## src/rtl/fifo_pkg.sv

```systemverilog
// Shared definitions for the FIFO read-side controller: defaults, FSM states,
// output buffer geometry and the modulo-3 pointer step.
package fifo_pkg;

  localparam int unsigned DEF_DATA_WIDTH = 8;
  localparam int unsigned BUF_DEPTH      = 3;
  localparam int unsigned CNT_W          = 2;
  localparam int unsigned PTR_W          = 2;

  typedef enum logic [1:0] {
    ST_IDLE = 2'd0,
    ST_RUN  = 2'd1,
    ST_STOP = 2'd2
  } state_e;

  // Advance a buffer pointer, wrapping after the last entry.
  function automatic logic [PTR_W-1:0] ptr_inc(input logic [PTR_W-1:0] p);
    return (p == PTR_W'(BUF_DEPTH - 1)) ? '0 : p + PTR_W'(1);
  endfunction

endpackage

```

## src/rtl/fifo_rd_skid.sv

```systemverilog
// Three-entry circular output buffer; absorbs words already requested from the
// FIFO while the downstream consumer stalls.
module fifo_rd_skid
  import fifo_pkg::*;
#(
  parameter int unsigned DATA_WIDTH = DEF_DATA_WIDTH
) (
  input  logic                  clk,
  input  logic                  rst_n,
  input  logic                  push_i,
  input  logic [DATA_WIDTH-1:0] push_data_i,
  input  logic                  pop_i,
  output logic [DATA_WIDTH-1:0] head_o,
  output logic [CNT_W-1:0]      count_o
);

  logic [DATA_WIDTH-1:0] mem_q [BUF_DEPTH];
  logic [PTR_W-1:0]      wr_ptr_q, wr_ptr_d;
  logic [PTR_W-1:0]      rd_ptr_q, rd_ptr_d;
  logic [CNT_W-1:0]      count_q, count_d;

  always_comb begin
    wr_ptr_d = wr_ptr_q;
    rd_ptr_d = rd_ptr_q;
    count_d  = count_q;
    if (push_i) wr_ptr_d = ptr_inc(wr_ptr_q);
    if (pop_i)  rd_ptr_d = ptr_inc(rd_ptr_q);
    if (push_i && !pop_i)      count_d = count_q + CNT_W'(1);
    else if (!push_i && pop_i) count_d = count_q - CNT_W'(1);
  end

  always_ff @(posedge clk or negedge rst_n) begin
    if (!rst_n) begin
      for (int unsigned i = 0; i < BUF_DEPTH; i++) mem_q[i] <= '0;
      wr_ptr_q <= '0;
      rd_ptr_q <= '0;
      count_q  <= '0;
    end else begin
      if (push_i) mem_q[wr_ptr_q] <= push_data_i;
      wr_ptr_q <= wr_ptr_d;
      rd_ptr_q <= rd_ptr_d;
      count_q  <= count_d;
    end
  end

  assign head_o  = mem_q[rd_ptr_q];
  assign count_o = count_q;

endmodule

```

## src/rtl/fifo_rd_ctrl.sv

```systemverilog
// FIFO read-side controller: issues read strobes, hides the one-cycle read
// latency behind a 3-entry buffer, flags burst boundaries and sticky underflow.
module fifo_rd_ctrl
  import fifo_pkg::*;
#(
  parameter int unsigned DATA_WIDTH = DEF_DATA_WIDTH,
  parameter int unsigned BURST_LEN  = 4
) (
  input  logic                  clk,
  input  logic                  rst_n,
  input  logic                  en,
  output logic                  fifo_rd_n,
  input  logic [DATA_WIDTH-1:0] fifo_data,
  input  logic                  fifo_empty,
  input  logic                  fifo_underflow,
  output logic                  m_valid,
  input  logic                  m_ready,
  output logic [DATA_WIDTH-1:0] m_data,
  output logic                  m_last,
  output logic                  busy,
  output logic                  err_underflow
);

  localparam int unsigned        BEAT_W   = (BURST_LEN > 1) ? $clog2(BURST_LEN) : 1;
  localparam logic [BEAT_W-1:0]  BEAT_MAX = BEAT_W'(BURST_LEN - 1);

  state_e                state_q, state_d;
  logic                  inflight_q;
  logic [BEAT_W-1:0]     beat_q, beat_d;
  logic                  err_q;
  logic [CNT_W-1:0]      count;
  logic [DATA_WIDTH-1:0] head;
  logic                  issue;
  logic                  hs;

  // Strobe only while buffer occupancy plus the outstanding read leaves room.
  assign issue = (state_q == ST_RUN) && !fifo_empty &&
                 (({1'b0, count} + {2'b00, inflight_q}) <= 3'd2);
  assign hs    = m_valid && m_ready;

  fifo_rd_skid #(
    .DATA_WIDTH (DATA_WIDTH)
  ) u_skid (
    .clk         (clk),
    .rst_n       (rst_n),
    .push_i      (inflight_q),
    .push_data_i (fifo_data),
    .pop_i       (hs),
    .head_o      (head),
    .count_o     (count)
  );

  always_comb begin
    state_d = state_q;
    beat_d  = beat_q;
    case (state_q)
      ST_IDLE: if (en) state_d = ST_RUN;
      ST_RUN:  if (!en) state_d = ST_STOP;
      ST_STOP: begin
        if (en)               state_d = ST_RUN;
        else if (!inflight_q) state_d = ST_IDLE;
      end
      default: state_d = ST_IDLE;
    endcase
    if (hs) beat_d = (beat_q == BEAT_MAX) ? '0 : beat_q + BEAT_W'(1);
  end

  always_ff @(posedge clk or negedge rst_n) begin
    if (!rst_n) begin
      state_q    <= ST_IDLE;
      inflight_q <= 1'b0;
      beat_q     <= '0;
      err_q      <= 1'b0;
    end else begin
      state_q    <= state_d;
      inflight_q <= issue;
      beat_q     <= beat_d;
      err_q      <= err_q | fifo_underflow;
    end
  end

  assign fifo_rd_n     = issue;
  assign m_valid       = (count != '0);
  assign m_data        = head;
  assign m_last        = m_valid && (beat_q == BEAT_MAX);
  assign busy          = (state_q != ST_IDLE) || m_valid || inflight_q;
  assign err_underflow = err_q;

endmodule

```

## config.mk

```make
export PLATFORM = sky130hd
export DESIGN_NAME = fifo_rd_ctrl
export DESIGN_NICKNAME = d
export VERILOG_FILES = /design/src/rtl/fifo_pkg.sv /design/src/rtl/fifo_rd_skid.sv /design/src/rtl/fifo_rd_ctrl.sv
export SDC_FILE = /design/constraint.sdc
export NUM_CORES = 1
export LEC_CHECK = 0
export ABC_AREA = 1
export CORE_AREA = 2 2 57 73
export DETAILED_ROUTE_END_ITERATION = 12
export DIE_AREA = 0 0 59 75
export PLACE_DENSITY = 0.74
export SLEW_MARGIN = 10
export SYNTH_ARGS = -nofsm -noshare
export SYNTH_HDL_FRONTEND = slang
export SYNTH_SLANG_ARGS = --single-unit
```

## constraint.sdc

```tcl
create_clock -name clk -period 1.55 [get_ports clk]
set_clock_uncertainty 0.1 [all_clocks]
set_input_delay 0.2325 -clock clk [delete_from_list [all_inputs] [get_ports clk]]
set_output_delay 0.2325 -clock clk [all_outputs]
set_load 0.005 [all_outputs]
```

# --- Word level (Yosys, flattened, before mapping) ---
# Index checks and enable logic that the tools add are counted.
totals:
  ff_bits: 36
  wordCells: 64
classes:
  bitwise_logic: 3
  add_sub_neg: 6
  reduce_logical: 17
  magnitude_cmp: 4
  n_eq_ne: 8
  n_mux: 16
ops:
  columns: ["operator", "count"]
  rows:
  - ["24-bit bitwise mux", 1]
  - ["8-bit two-way mux", 3]
  - ["2-bit two-way mux", 9]
  - ["8-bit binary-select mux with 2-bit select", 1]
  - ["8-bit demux with 2-bit select", 1]
  - ["2-bit by 1-bit adder with 2-bit output, second input constant", 4]
  - ["2-bit equality test, second input constant", 4]
  - ["1-bit logical AND", 7]
  - ["3-bit greater-or-equal comparator, second input constant", 2]
  - ["2-bit inverter with 3-bit output", 2]
  - ["2-bit case mux with 3 select lines", 1]
  - ["2-bit nonzero test", 3]
  - ["2-bit inequality test, second input constant", 2]
  - ["2-bit by 1-bit adder with 3-bit output", 1]
  - ["3-bit by 2-bit less-or-equal comparator with 1-bit output, second input constant", 1]
  - ["1-bit zero test", 3]
  - ["3-bit by 1-bit < comparator with 1-bit output, second input constant", 1]
  - ["3-bit inequality test, second input constant", 1]
  - ["3-bit AND reduction", 1]
  - ["2-bit by 1-bit equality test with 1-bit output, second input constant", 1]
  - ["2-bit zero test", 1]
  - ["1-bit logical OR", 2]
  - ["2-bit by 1-bit subtractor with 2-bit output, second input constant", 1]
  - ["1-bit OR", 1]

# --- Logic depth before layout (Yosys ltp) ---
# Gate-level depths: netlist of the first run.
depth:
  depth_word: 6
  mapped_depth: 9
  mapped_depth_nobuf: 9

# --- Hierarchy ---
# A second synthesis of the first run with hierarchy kept.
unflattened:
  cells_unflattened: 193
  hier_area_um2: 1771.7
modules_own_cells:
  columns: ["mod", "seq_area_each_um2", "instances", "area_each_um2", "cells_each"]
  rows:
  - ["fifo_rd_skid", 750.7, 1, 1420.1, 150]
  - ["fifo_rd_ctrl", 150.1, 1, 351.6, 43]

# --- Least setup slack after synthesis of the first run ---
# No wires, ideal clock.
synth_path:
  path_kind: "reg2out"
  startpoint: "register inflight_q"
  endpoint: "output fifo_rd_n"
  setup_slack_ps: -5
  path_buffers: 0
  arrival_ps: 1222
  path_stages_with_launch: 6
  path_cell_list: "dfrtp_1 -> ha_1 -> inv_1 -> ha_1 -> nand3b_1 -> a21oi_1"
synth_between:
  elab_chain_cells: 3
synth_lines:
  columns: ["element", "line", "text"]
  rows:
  - ["start, declared", "fifo_rd_ctrl.sv:28", "logic inflight_q;"]
  - ["start signal, assigned", "fifo_rd_ctrl.sv:76", "inflight_q <= issue;"]
  - ["2-bit by 1-bit adder with 3-bit output", "fifo_rd_ctrl.sv:38", "(({1'b0, count} + {2'b00, inflight_q}) <= 3'd2);"]
  - ["3-bit by 2-bit less-or-equal comparator with 1-bit output", "fifo_rd_ctrl.sv:38", null]
  - ["1-bit logical AND", "fifo_rd_ctrl.sv:37", "assign issue = (state_q == ST_RUN) && !fifo_empty &&"]
  - ["end, declared", "fifo_rd_ctrl.sv:12", "output logic fifo_rd_n,"]
# Every way passes these cells.

# --- Worst setup path after layout of the first run ---
layout_path:
  startpoint: "register u_skid.rd_ptr_q[0]"
  endpoint: "output m_data[6]"
layout_between:
  elab_chain_cells: 4
layout_lines:
  columns: ["element", "line", "text"]
  rows:
  - ["start, declared", "fifo_rd_skid.sv:19", "logic [PTR_W-1:0] rd_ptr_q, rd_ptr_d;"]
  - ["start signal, assigned", "fifo_rd_skid.sv:41", "rd_ptr_q <= rd_ptr_d;"]
  - ["2-bit inverter with 3-bit output (implied by the code)", "fifo_rd_skid.sv:46", "assign head_o = mem_q[rd_ptr_q];"]
  - ["8-bit binary-select mux with 2-bit select", "fifo_rd_skid.sv:46", null]
  - ["8-bit two-way mux (implied by the code) (2 in a row)", "fifo_rd_skid.sv:46", null]
  - ["end, declared", "fifo_rd_ctrl.sv:18", "output logic [DATA_WIDTH-1:0] m_data,"]
# Every way passes these cells. The select of a mux whose other input is x is not followed.

==> impl_metrics.py, run 1 <==
metrics = {
    "sta": {
        "final_critical_path_setup_slack_ps": -229,
        "totalNegativeSetupSlack_ps": -1980,
        "rsz0062_at_grt": "true",
        "finalHoldWorstSlack_ps": 208,
        "final-setup-viol-count": 12,
        "achievable-frequency_mhz": 562,
        "report.final.hold_viol_count": 0,
        "transition_time_at_the_pin_with_the_least_slew_margin_ps": 387,
        "slew_headroom_pct": 74.1,
        "final-max-slew-violation-count": 0,
        "finalWorstPathRequiredPeriod_ps": 1780,
        "finalCritPeriodShare_pct": 115,
    },
    "yosys": {
        "post_synth_xor_area_fraction_pct": 0.517,
        "synthDistinctLibCells": 17,
        "synth_fa_ha_area_share_pct": 3.69,
        "yosys_synthesis_warning_count": 0,
        "synth_top_family_by_area": "simple AND/OR/NAND/NOR gates",
        "yosysSeqAreaShare_pct": 53.1,
        "syn-cell-area_sq_mm": 0.00170,
        "syn_inst": 190,
        "synth-compound-area-share_pct": 12.4,
        "syn_avg_cell_area_sq_um": 8.92,
        "yosys.area_share.simple_pct": 23.2,
        "synthesis_stage_register_bit_count": 36,
        "mux_contribution_to_synthesized_area_pct": 0,
        "synth.largest_area_cell": "sky130_fd_sc_hd__dfrtp_1",
        "synth_top_area_share_pct": 53.1,
        "postSynthNetCount": 209,
        "synthTopCellsByArea": "sky130_fd_sc_hd__dfrtp_1 53%, sky130_fd_sc_hd__nand2_1 14%, sky130_fd_sc_hd__o21ai_2 8.3%",
    },
    "clocking": {
        "cts.clk_slew.worst_paths_ps": 70,
        "cts_hold_repair.buffers": 0,
        "cts_tree": "built",
        "clock-sinks": 36,
        "worst_skew_late_latency_ps": 290,
        "cts_htree_levels": 2,
        "clockBufferDepth": 2,
        "clockRootBuffer": "sky130_fd_sc_hd__clkbuf_8",
        "cts_inserted_buffers": 5,
    },
    "floorplan": {
        "coreArea_sq_mm": 0.00369,
        "die_y_extent_um": 75,
        "floorplan.initialDensity_pct": 45.9,
        "die_area_sq_mm": 0.00443,
        "num_io_pins": 27,
        "die_width_um": 59,
        "num_rows": 25,
    },
    "setup_path": {
        "critical_path.startpoint_type": "flip-flop",
        "cp_slowest_cell": "sky130_fd_sc_hd__dfrtp_1",
        "path_class": "reg -> out",
        "path_cells": "inv_2 -> nor2_4 -> buf_6 -> buf_6 -> buf_6 -> nand2_2 -> nand3_2 -> buf_2",
        "worst_r2r_startpoint": "u_skid.count_o[0]",
        "worst_r2r_path_depth": 9,
        "worst_ep_required_time_ps": 1220,
        "critPathArrivalTime_ps": 1450,
        "cp_common_cell": "sky130_fd_sc_hd__buf_6",
        "maximum_cell_stage_delay_along_the_critical_path_ps": 430,
        "critical_path_peak_fanout": 4,
        "rr_endpoint": "u_skid.count_o[1]",
        "critical-path-top-delay-family": "buffers and inverters",
        "timing.critical_path.to_type": "output port",
        "crit_buf_inv": 5,
        "register_to_register_path_setup_slack_ps": 90,
    },
    "route": {
        "drt-vias-per-instance": 4.90,
        "drt_drc_violations_left": 0,
        "drt_iter0_markers": 34,
        "drt_wl_total_mm": 3.64,
        "ant_nets": 0,
        "route.vias.total": 1431,
        "wl_per_cell_um": 12.5,
        "firstDrtPassIters": 4,
    },
    "global_route": {
        "grt_antenna_before_repair": 0,
        "first_pass_grt_wire_length_mm": 6.22,
        "maximum_number_of_pins_on_one_net_before_global_route_repair": 37,
        "via_count_of_the_first_global_routing_pass": 1432,
        "grt_remaining_overflow": 0,
        "groute.usage.overall_pct": 18.9,
    },
    "cells_and_area": {
        "final_design_area_no_fill_sq_mm": 0.00245,
        "fillers": 308,
        "post_layout_nonfiller_instances": 292,
        "final_nets": 270,
        "area_taken_by_multi_input_logic_gates_sq_um": 826,
        "diodes": 0,
        "fraction_of_layout_instances_using_a_drive_strength_above_1_pct": 40.9,
        "sequential_cell_area_sq_um": 902,
        "area_growth_from_synthesis_to_layout_pct": 44.4,
    },
    "power_and_ir_drop": {
        "p_comb_share_pct": 51.0,
        "fin_total_pwr_uw": 4820,
        "leakagePower_uw": 0.00124,
        "cell_internal_pwr_uw": 3000,
        "register_share_of_total_power_pct": 34.7,
        "total_switching_power_uw": 1820,
        "power_switching_share_pct": 37.7,
        "power_density_mw_per_mm2": 1970,
        "peakVddDrop_mv": 0.854,
        "clkPwrFrac_pct": 14.3,
    },
    "placement": {
        "placement.io_buffers": 26,
        "placed_cells": 270,
        "dpl.hpwl_mm": 2.19,
        "place_area_sq_mm": 0.00211,
        "place.gp.congestion": 0.746,
    },
    "min_path": {
        "worstHoldPathType": "in -> async",
    },
    "outcome": {
        "violations": "setup timing",
        "run_status": "complete, but fails checks",
    },
    "job": {
        "cap_violations": 0,
    },
}
[through the flow]
| stage | utilization (%) | setup slack [ps] |
|---|---|---|
| 2_1_floorplan | - | 73.9 |
| 3_3_place_gp | 57.3 | -343 |
| 3_5_place_dp | 57.3 | -391 |
| 4_1_cts | 63.6 | -272 |
| 5_1_grt | 66.3 | -311 |
| 6_report | 66.3 | -229 |
[logic make-up after synthesis]
logic type	Yosys count
AOI/OAI and AO/OA	30
and+or+nand+nor	92
buffers and inverters	26
xor gates and xnor gates	1
adders and majority gates	5
DFF	36
[cell usage after synthesis]
cell,count
sky130_fd_sc_hd__nor2_1,11
sky130_fd_sc_hd__nand3b_1,1
sky130_fd_sc_hd__nor3_1,1
sky130_fd_sc_hd__nand2_1,65
sky130_fd_sc_hd__nand3_2,2
sky130_fd_sc_hd__nand3_4,1
sky130_fd_sc_hd__o21ai_0,13
sky130_fd_sc_hd__dfrtp_1,36
sky130_fd_sc_hd__xnor2_1,1
sky130_fd_sc_hd__o21ai_2,16
sky130_fd_sc_hd__nand4_1,1
sky130_fd_sc_hd__a21oi_1,1
sky130_fd_sc_hd__inv_1,23
sky130_fd_sc_hd__ha_1,5
sky130_fd_sc_hd__buf_6,3
sky130_fd_sc_hd__or2_2,1
sky130_fd_sc_hd__nand3_1,9
[power groups by stage]
stage               logic (uW)  clock network, uW  registers (uW)
global placement          1980                  0            1620
detailed placement        2020                  0            1630
CTS                       2240                714            1640
global route              2760                759            1720
floorplan                 1080                  0            1600
finish                    2460                690            1670
[sequential cells by signal (all words and copies together), names as in the netlist]
signal,cells
u_skid.count_o,2
u_skid.mem_q,24
beat_q,2
inflight_q,1
state_q,2
err_underflow,1
u_skid.rd_ptr_q,2
u_skid.wr_ptr_q,2
[what timing repair did]
action / 4_1_cts / 5_1_grt
setup buffers: 12 / 4
pin swaps: 10 / 6
resized for setup: 66 / 23
endpoints found under the setup margin: 12 / 13
[cells in the final DEF (no fill, tap or decap), types with 2 or more instances in the layout]
cell type and count:
sky130_fd_sc_hd__buf_4 21, sky130_fd_sc_hd__nand2_2 10, sky130_fd_sc_hd__ha_4 3, sky130_fd_sc_hd__o21ai_2 16
sky130_fd_sc_hd__nor2_4 3, sky130_fd_sc_hd__dfrtp_1 35, sky130_fd_sc_hd__o21ai_0 13, sky130_fd_sc_hd__buf_2 9
sky130_fd_sc_hd__dlygate4sd2_1 3, sky130_fd_sc_hd__ha_2 2, sky130_fd_sc_hd__nand3_2 9, sky130_fd_sc_hd__nand3_4 2
sky130_fd_sc_hd__clkdlybuf4s50_1 14, sky130_fd_sc_hd__buf_6 9, sky130_fd_sc_hd__inv_2 5, sky130_fd_sc_hd__clkinv_2 2
sky130_fd_sc_hd__clkbuf_8 6, sky130_fd_sc_hd__inv_1 18, sky130_fd_sc_hd__nor2_1 7, sky130_fd_sc_hd__nand2_1 54
[worst max path at each step]
stage | depth (start not counted) | endpoint | from
2_1_floorplan | 5 | fifo_rd_n | inflight_q
3_3_place_gp | 6 | fifo_rd_n | inflight_q
3_5_place_dp | 6 | fifo_rd_n | inflight_q
4_1_cts | 6 | fifo_rd_n | u_skid.count_o[0]
5_1_grt | 6 | fifo_rd_n | u_skid.count_o[0]
6_report | 8 | m_data[6] | u_skid.rd_ptr_q[0]
[area by class of cell]
cell class                 count  area share, %
clock inverter                 2          0.409
inverter                      23           3.53
timing repair buffer          57           20.0
multi-input combinational    128           33.7
tap                           40           2.04
sequential                    36           36.9
clock buffer                   6           3.37
[routing by layer]
metal  global-route usage (%)  part of all wire [%]  vias up
met5                        0                     0        -
met3                     5.84                   3.8        4
met1                     23.7                    44      677
met4                     6.31                   1.1        0
li1                         -                     -      724
met2                     31.2                    51       26
(Power assumes the default switching activity.)
==> run 2: changes to the inputs <==
Settings changed: CTS_BUF_LIST from default to sky130_fd_sc_hd__clkbuf_16.
==> impl_metrics.py, run 2 (synthesized netlist as in run 1, its figures left out) <==
metrics = {
    "outcome": {
        "run_status": "complete, but fails checks",
        "violations": "setup timing",
    },
    "min_path": {
        "worstHoldPathType": "in -> async",
    },
    "power_and_ir_drop": {
        "leakagePower_uw": 0.00132,
        "clkPwrFrac_pct": 17.7,
        "peakVddDrop_mv": 1.03,
        "cell_internal_pwr_uw": 3350,
        "p_comb_share_pct": 49.4,
        "power_density_mw_per_mm2": 2080,
        "total_switching_power_uw": 2010,
        "register_share_of_total_power_pct": 32.9,
        "power_switching_share_pct": 37.4,
    },
    "placement": {
        "dpl.hpwl_mm": 2.19,
        "place_area_sq_mm": 0.00211,
        "placement.io_buffers": 26,
        "place.gp.congestion": 0.746,
    },
    "setup_path": {
        "path_class": "reg -> out",
        "cp_num_cells": 8,
        "critical-path-top-delay-family": "buffers and inverters",
        "critical_path_peak_fanout": 4,
        "path_cells": "inv_2 -> nor2_4 -> buf_6 -> buf_6 -> buf_6 -> nand2_4 -> nand3_2 -> buf_2",
        "register_to_register_path_setup_slack_ps": 80,
        "cp_slowest_cell": "sky130_fd_sc_hd__dfrtp_2",
        "crit_buf_inv": 5,
        "critPathArrivalTime_ps": 1450,
        "worst_ep_required_time_ps": 1220,
        "timing.critical_path.to_type": "output port",
        "worst_r2r_path_depth": 9,
        "cp_common_cell": "sky130_fd_sc_hd__buf_6",
        "critical_path.startpoint_type": "flip-flop",
        "maximum_cell_stage_delay_along_the_critical_path_ps": 460,
    },
    "floorplan": {
        "floorplan.initialDensity_pct": 45.9,
        "num_rows": 25,
        "die_y_extent_um": 75,
        "die_area_sq_mm": 0.00443,
        "num_io_pins": 27,
        "die_width_um": 59,
        "coreArea_sq_mm": 0.00369,
    },
    "global_route": {
        "grt_antenna_before_repair": 0,
        "maximum_number_of_pins_on_one_net_before_global_route_repair": 37,
        "groute.usage.overall_pct": 19.1,
        "via_count_of_the_first_global_routing_pass": 1408,
        "first_pass_grt_wire_length_mm": 6.24,
        "grt_remaining_overflow": 0,
    },
    "sta": {
        "finalHoldWorstSlack_ps": 224,
        "achievable-frequency_mhz": 562,
        "finalCritPeriodShare_pct": 115,
        "final_critical_path_setup_slack_ps": -230,
        "rsz0062_at_grt": "true",
        "slew_headroom_pct": 70.6,
        "finalWorstPathRequiredPeriod_ps": 1780,
        "totalNegativeSetupSlack_ps": -1600,
        "final-setup-viol-count": 12,
        "final-max-slew-violation-count": 0,
        "transition_time_at_the_pin_with_the_least_slew_margin_ps": 441,
        "report.final.hold_viol_count": 0,
    },
    "clocking": {
        "cts_tree": "built",
        "clockBufferDepth": 2,
        "cts_htree_levels": 2,
        "clock-sinks": 36,
        "worst_skew_late_latency_ps": 280,
        "cts.clk_slew.worst_paths_ps": 50,
        "clockRootBuffer": "sky130_fd_sc_hd__clkbuf_16",
        "cts_inserted_buffers": 5,
    },
    "cells_and_area": {
        "final_design_area_no_fill_sq_mm": 0.00257,
        "leading_cell_type_in_the_layout_fill_and_taps_excluded": "sky130_fd_sc_hd__nand2_1",
        "final_nets": 270,
        "fraction_of_layout_instances_using_a_drive_strength_above_1_pct": 44.8,
        "most_frequent_cells_in_the_layout": "45 x sky130_fd_sc_hd__nand2_1, 33 x sky130_fd_sc_hd__dfrtp_1, 18 x sky130_fd_sc_hd__inv_1",
        "registers.top_by_ff_count": "u_skid.mem_q",
        "area_growth_from_synthesis_to_layout_pct": 51.9,
        "flip_flop_count_of_the_largest_register_all_copies_and_words_added": 24,
        "diodes": 0,
        "fillers": 285,
    },
    "route": {
        "route.vias.total": 1470,
        "wl_per_cell_um": 13.2,
        "firstDrtPassIters": 4,
        "ant_nets": 0,
        "drt-vias-per-instance": 5.03,
        "drt_iter0_markers": 38,
        "drt_wl_total_mm": 3.86,
        "drt_drc_violations_left": 0,
    },
    "job": {
        "cap_violations": 0,
    },
}
run 2: layer usage:
metal	up-vias	global-route usage [%]	share of wire, %
li1	724	-	-
met5	-	0	0
met1	709	23.7	44
met4	0	7.07	1.6
met3	6	5.33	4.0
met2	31	31.7	51
run 2: what timing repair did:
item / CTS / global route
hold buffers: 0 / 0
pin swaps: 11 / 9
resized for setup: 73 / 39
setup buffers: 13 / 3
endpoints found under the setup margin: 12 / 13
run 2: area by class of cell:
cell class / count / area (sq um) / area share, %
multi-input combinational: 128 / 881 / 34.2
sequential: 36 / 905 / 35.1
tap: 40 / 50.0 / 1.94
inverter: 23 / 86.3 / 3.35
clock buffer: 5 / 125 / 4.86
clock inverter: 3 / 13.8 / 0.534
timing repair buffer: 57 / 514 / 20.0
run 2: per-stage QoR:
stage	instances	power, uW	utilization, %	setup WS, ps
4_1_cts	289	4910	65.3	-250
2_1_floorplan	190	2680	-	73.9
5_1_grt	292	5740	69.8	-283
3_5_place_dp	270	3650	57.3	-391
3_3_place_gp	270	3600	57.3	-343
6_report	292	5360	69.8	-230
run 2: power by group through the flow:
stage	clock network, uW	logic (uW)	registers, uW
after floorplan	0	1080	1600
after global placement	0	1980	1620
after detailed placement	0	2020	1630
after CTS	969	2280	1660
after global routing	1010	2930	1800
final	948	2650	1760
run 2: final timing paths:
| path | from | to |
|---|---|---|
| worst max register to register | u_skid.count_o[0] | u_skid.count_o[1] |
| worst min register to register | err_underflow | err_underflow |
| worst min-delay path | rst_n | u_skid.count_o[1] |
| min in group clk | err_underflow | err_underflow |
| worst max-delay path | u_skid.rd_ptr_q[0] | m_data[6] |
| max in group asynchronous | rst_n | u_skid.rd_ptr_q[0] |
==> run 3: changes to the inputs <==
Settings changed: CAP_MARGIN from default to 25, CORE_AREA 2 2 57 73 to 2 2 53 68, DIE_AREA 0 0 59 75 to 0 0 55 70, DONT_BUFFER_PORTS from default to 1, PLACE_DENSITY 0.74 to 0.73.
==> impl_metrics.py, run 3 (synthesized netlist as in run 1, its figures left out) <==
metrics = {
    "sta": {
        "final-max-slew-violation-count": 0,
        "finalCritPeriodShare_pct": 109,
        "transition_time_at_the_pin_with_the_least_slew_margin_ps": 407,
        "final-setup-viol-count": 5,
        "final_critical_path_setup_slack_ps": -136,
        "rsz0062_at_grt": "true",
        "finalHoldWorstSlack_ps": 18.3,
        "report.final.hold_viol_count": 0,
        "slew_headroom_pct": 72.8,
        "finalWorstPathRequiredPeriod_ps": 1690,
        "achievable-frequency_mhz": 593,
    },
    "global_route": {
        "first_pass_grt_wire_length_mm": 5.93,
        "groute.usage.overall_pct": 21.6,
        "grt_remaining_overflow": 0,
        "maximum_number_of_pins_on_one_net_before_global_route_repair": 37,
        "via_count_of_the_first_global_routing_pass": 1361,
        "grt_antenna_before_repair": 0,
    },
    "route": {
        "drt_drc_violations_left": 0,
        "ant_nets": 0,
        "wl_per_cell_um": 14.6,
        "route.vias.total": 1344,
        "drt_wl_total_mm": 3.71,
        "drt_iter0_markers": 43,
        "drt-vias-per-instance": 5.29,
        "firstDrtPassIters": 4,
    },
    "setup_path": {
        "critPathArrivalTime_ps": 1350,
        "worst_r2r_startpoint": "u_skid.count_o[0]",
        "timing.critical_path.to_type": "output port",
        "cp-startpoint": "inflight_q",
        "critical_path_peak_fanout": 2,
        "worst_ep_required_time_ps": 1220,
        "rr_endpoint": "u_skid.count_o[1]",
        "path_class": "reg -> out",
        "critical_path.startpoint_type": "flip-flop",
        "register_to_register_path_setup_slack_ps": 30,
        "last_element_of_the_critical_path": "fifo_rd_n",
        "worst_r2r_path_depth": 10,
    },
    "cells_and_area": {
        "registers.top_by_ff_count": "u_skid.mem_q",
        "fillers": 254,
        "most_frequent_cells_in_the_layout": "53 x sky130_fd_sc_hd__nand2_1, 33 x sky130_fd_sc_hd__dfrtp_1, 18 x sky130_fd_sc_hd__inv_1",
        "flip_flop_count_of_the_largest_register_all_copies_and_words_added": 24,
        "leading_cell_type_in_the_layout_fill_and_taps_excluded": "sky130_fd_sc_hd__nand2_1",
        "diodes": 0,
        "final_design_area_no_fill_sq_mm": 0.00223,
        "area_growth_from_synthesis_to_layout_pct": 31.7,
        "final_nets": 233,
        "fraction_of_layout_instances_using_a_drive_strength_above_1_pct": 39.1,
    },
    "clocking": {
        "cts.clk_slew.worst_paths_ps": 50,
        "worst_skew_late_latency_ps": 280,
        "clockBufferDepth": 2,
        "cts_inserted_buffers": 5,
        "clock-sinks": 36,
        "clockRootBuffer": "sky130_fd_sc_hd__clkbuf_16",
        "cts_tree": "built",
        "cts_htree_levels": 2,
    },
    "min_path": {
        "worstHoldPathType": "in -> reg",
    },
    "power_and_ir_drop": {
        "leakagePower_uw": 0.00110,
        "power_density_mw_per_mm2": 2130,
        "peakVddDrop_mv": 1.29,
    },
    "floorplan": {
        "coreArea_sq_mm": 0.00330,
        "die_area_sq_mm": 0.00385,
        "die_width_um": 55,
        "floorplan.initialDensity_pct": 51.3,
        "die_y_extent_um": 70,
        "num_io_pins": 27,
        "num_rows": 24,
    },
    "placement": {
        "dpl.hpwl_mm": 2.39,
        "dp_worst_setup_slack_ps": 65.3,
        "place_area_sq_mm": 0.00179,
        "place.gp.congestion": 0.692,
        "placement.io_buffers": 0,
    },
    "job": {
        "cap_violations": 0,
    },
    "outcome": {
        "violations": "setup timing",
        "run_status": "complete, but fails checks",
    },
}
## run 3: cell count changes in the layout (fill, tap and decap cells not counted), sizes merged
cell,delta
dlygate4sd3,+3
clkdlybuf4s50,-14
dlygate4sd2,-3
buf,-23
clkinv,-2
inv,+2
## run 3: worst min path at each step
stage                           from  depth (start not counted)  slack, ps          endpoint
after global placement         rst_n                          0       -160  u_skid.mem_q[12]
final                     fifo_empty                          3         20        inflight_q
after detailed placement       rst_n                          0       -160   u_skid.mem_q[4]
after global routing      fifo_empty                          3         10        inflight_q
after floorplan                rst_n                          0       -160         beat_q[0]
after CTS                 fifo_empty                          3         20        inflight_q
## run 3: metal layers
layer	vias to the layer above	GRT usage, %	part of all wire, %
li1	655	-	-
met1	651	25.8	39
met2	30	35.3	55
met3	8	6.62	4.2
met4	0	7.86	1.9
met5	-	0	0
## run 3: cell type report
type                            instances  area, sq um  share of cell area, %
Sequential cell                        36          905                   40.5
Multi-Input combinational cell        128          846                   37.9
Timing Repair Buffer                   20          204                   9.14
Clock buffer                            5          125                   5.61
Inverter                               23         91.3                   4.09
Tap cell                               39         48.8                   2.19
Clock inverter                          3         12.5                  0.561
## run 3: metrics by stage
stage | setup TNS [ps] | utilization, % | instances | power (uW)
global placement | 0 | 54.1 | 236 | 3040
global route | -712 | 67.6 | 254 | 5140
CTS | -193 | 60.9 | 249 | 4210
finish | -255 | 67.6 | 254 | 4760
detailed placement | 0 | 54.1 | 236 | 3170
floorplan | 0 | - | 190 | 2680
## run 3: critical path: stages, from the launching register on
cell and delay (ps):
sky130_fd_sc_hd__dfrtp_2 390, sky130_fd_sc_hd__ha_4 160, sky130_fd_sc_hd__inv_4 40, sky130_fd_sc_hd__ha_4 240, sky130_fd_sc_hd__nand3b_1 80, sky130_fd_sc_hd__a21oi_2 170
## run 3: timing repair
| item | in CTS | in global routing |
|---|---|---|
| endpoints found under the hold margin | 38 | 0 |
| hold buffers | 4 | 0 |
| buffers inserted | 1 | 5 |
| pin swaps | 4 | 14 |
| gates resized for setup | 7 | 53 |
| setup endpoints to repair | 8 | 12 |
## run 3: power breakdown
group | switching, uW | leakage [uW] | internal (uW)
logic | 1160 | 0.000593 | 968
clock network | 352 | 0.0000762 | 580
registers | 322 | 0.000427 | 1380
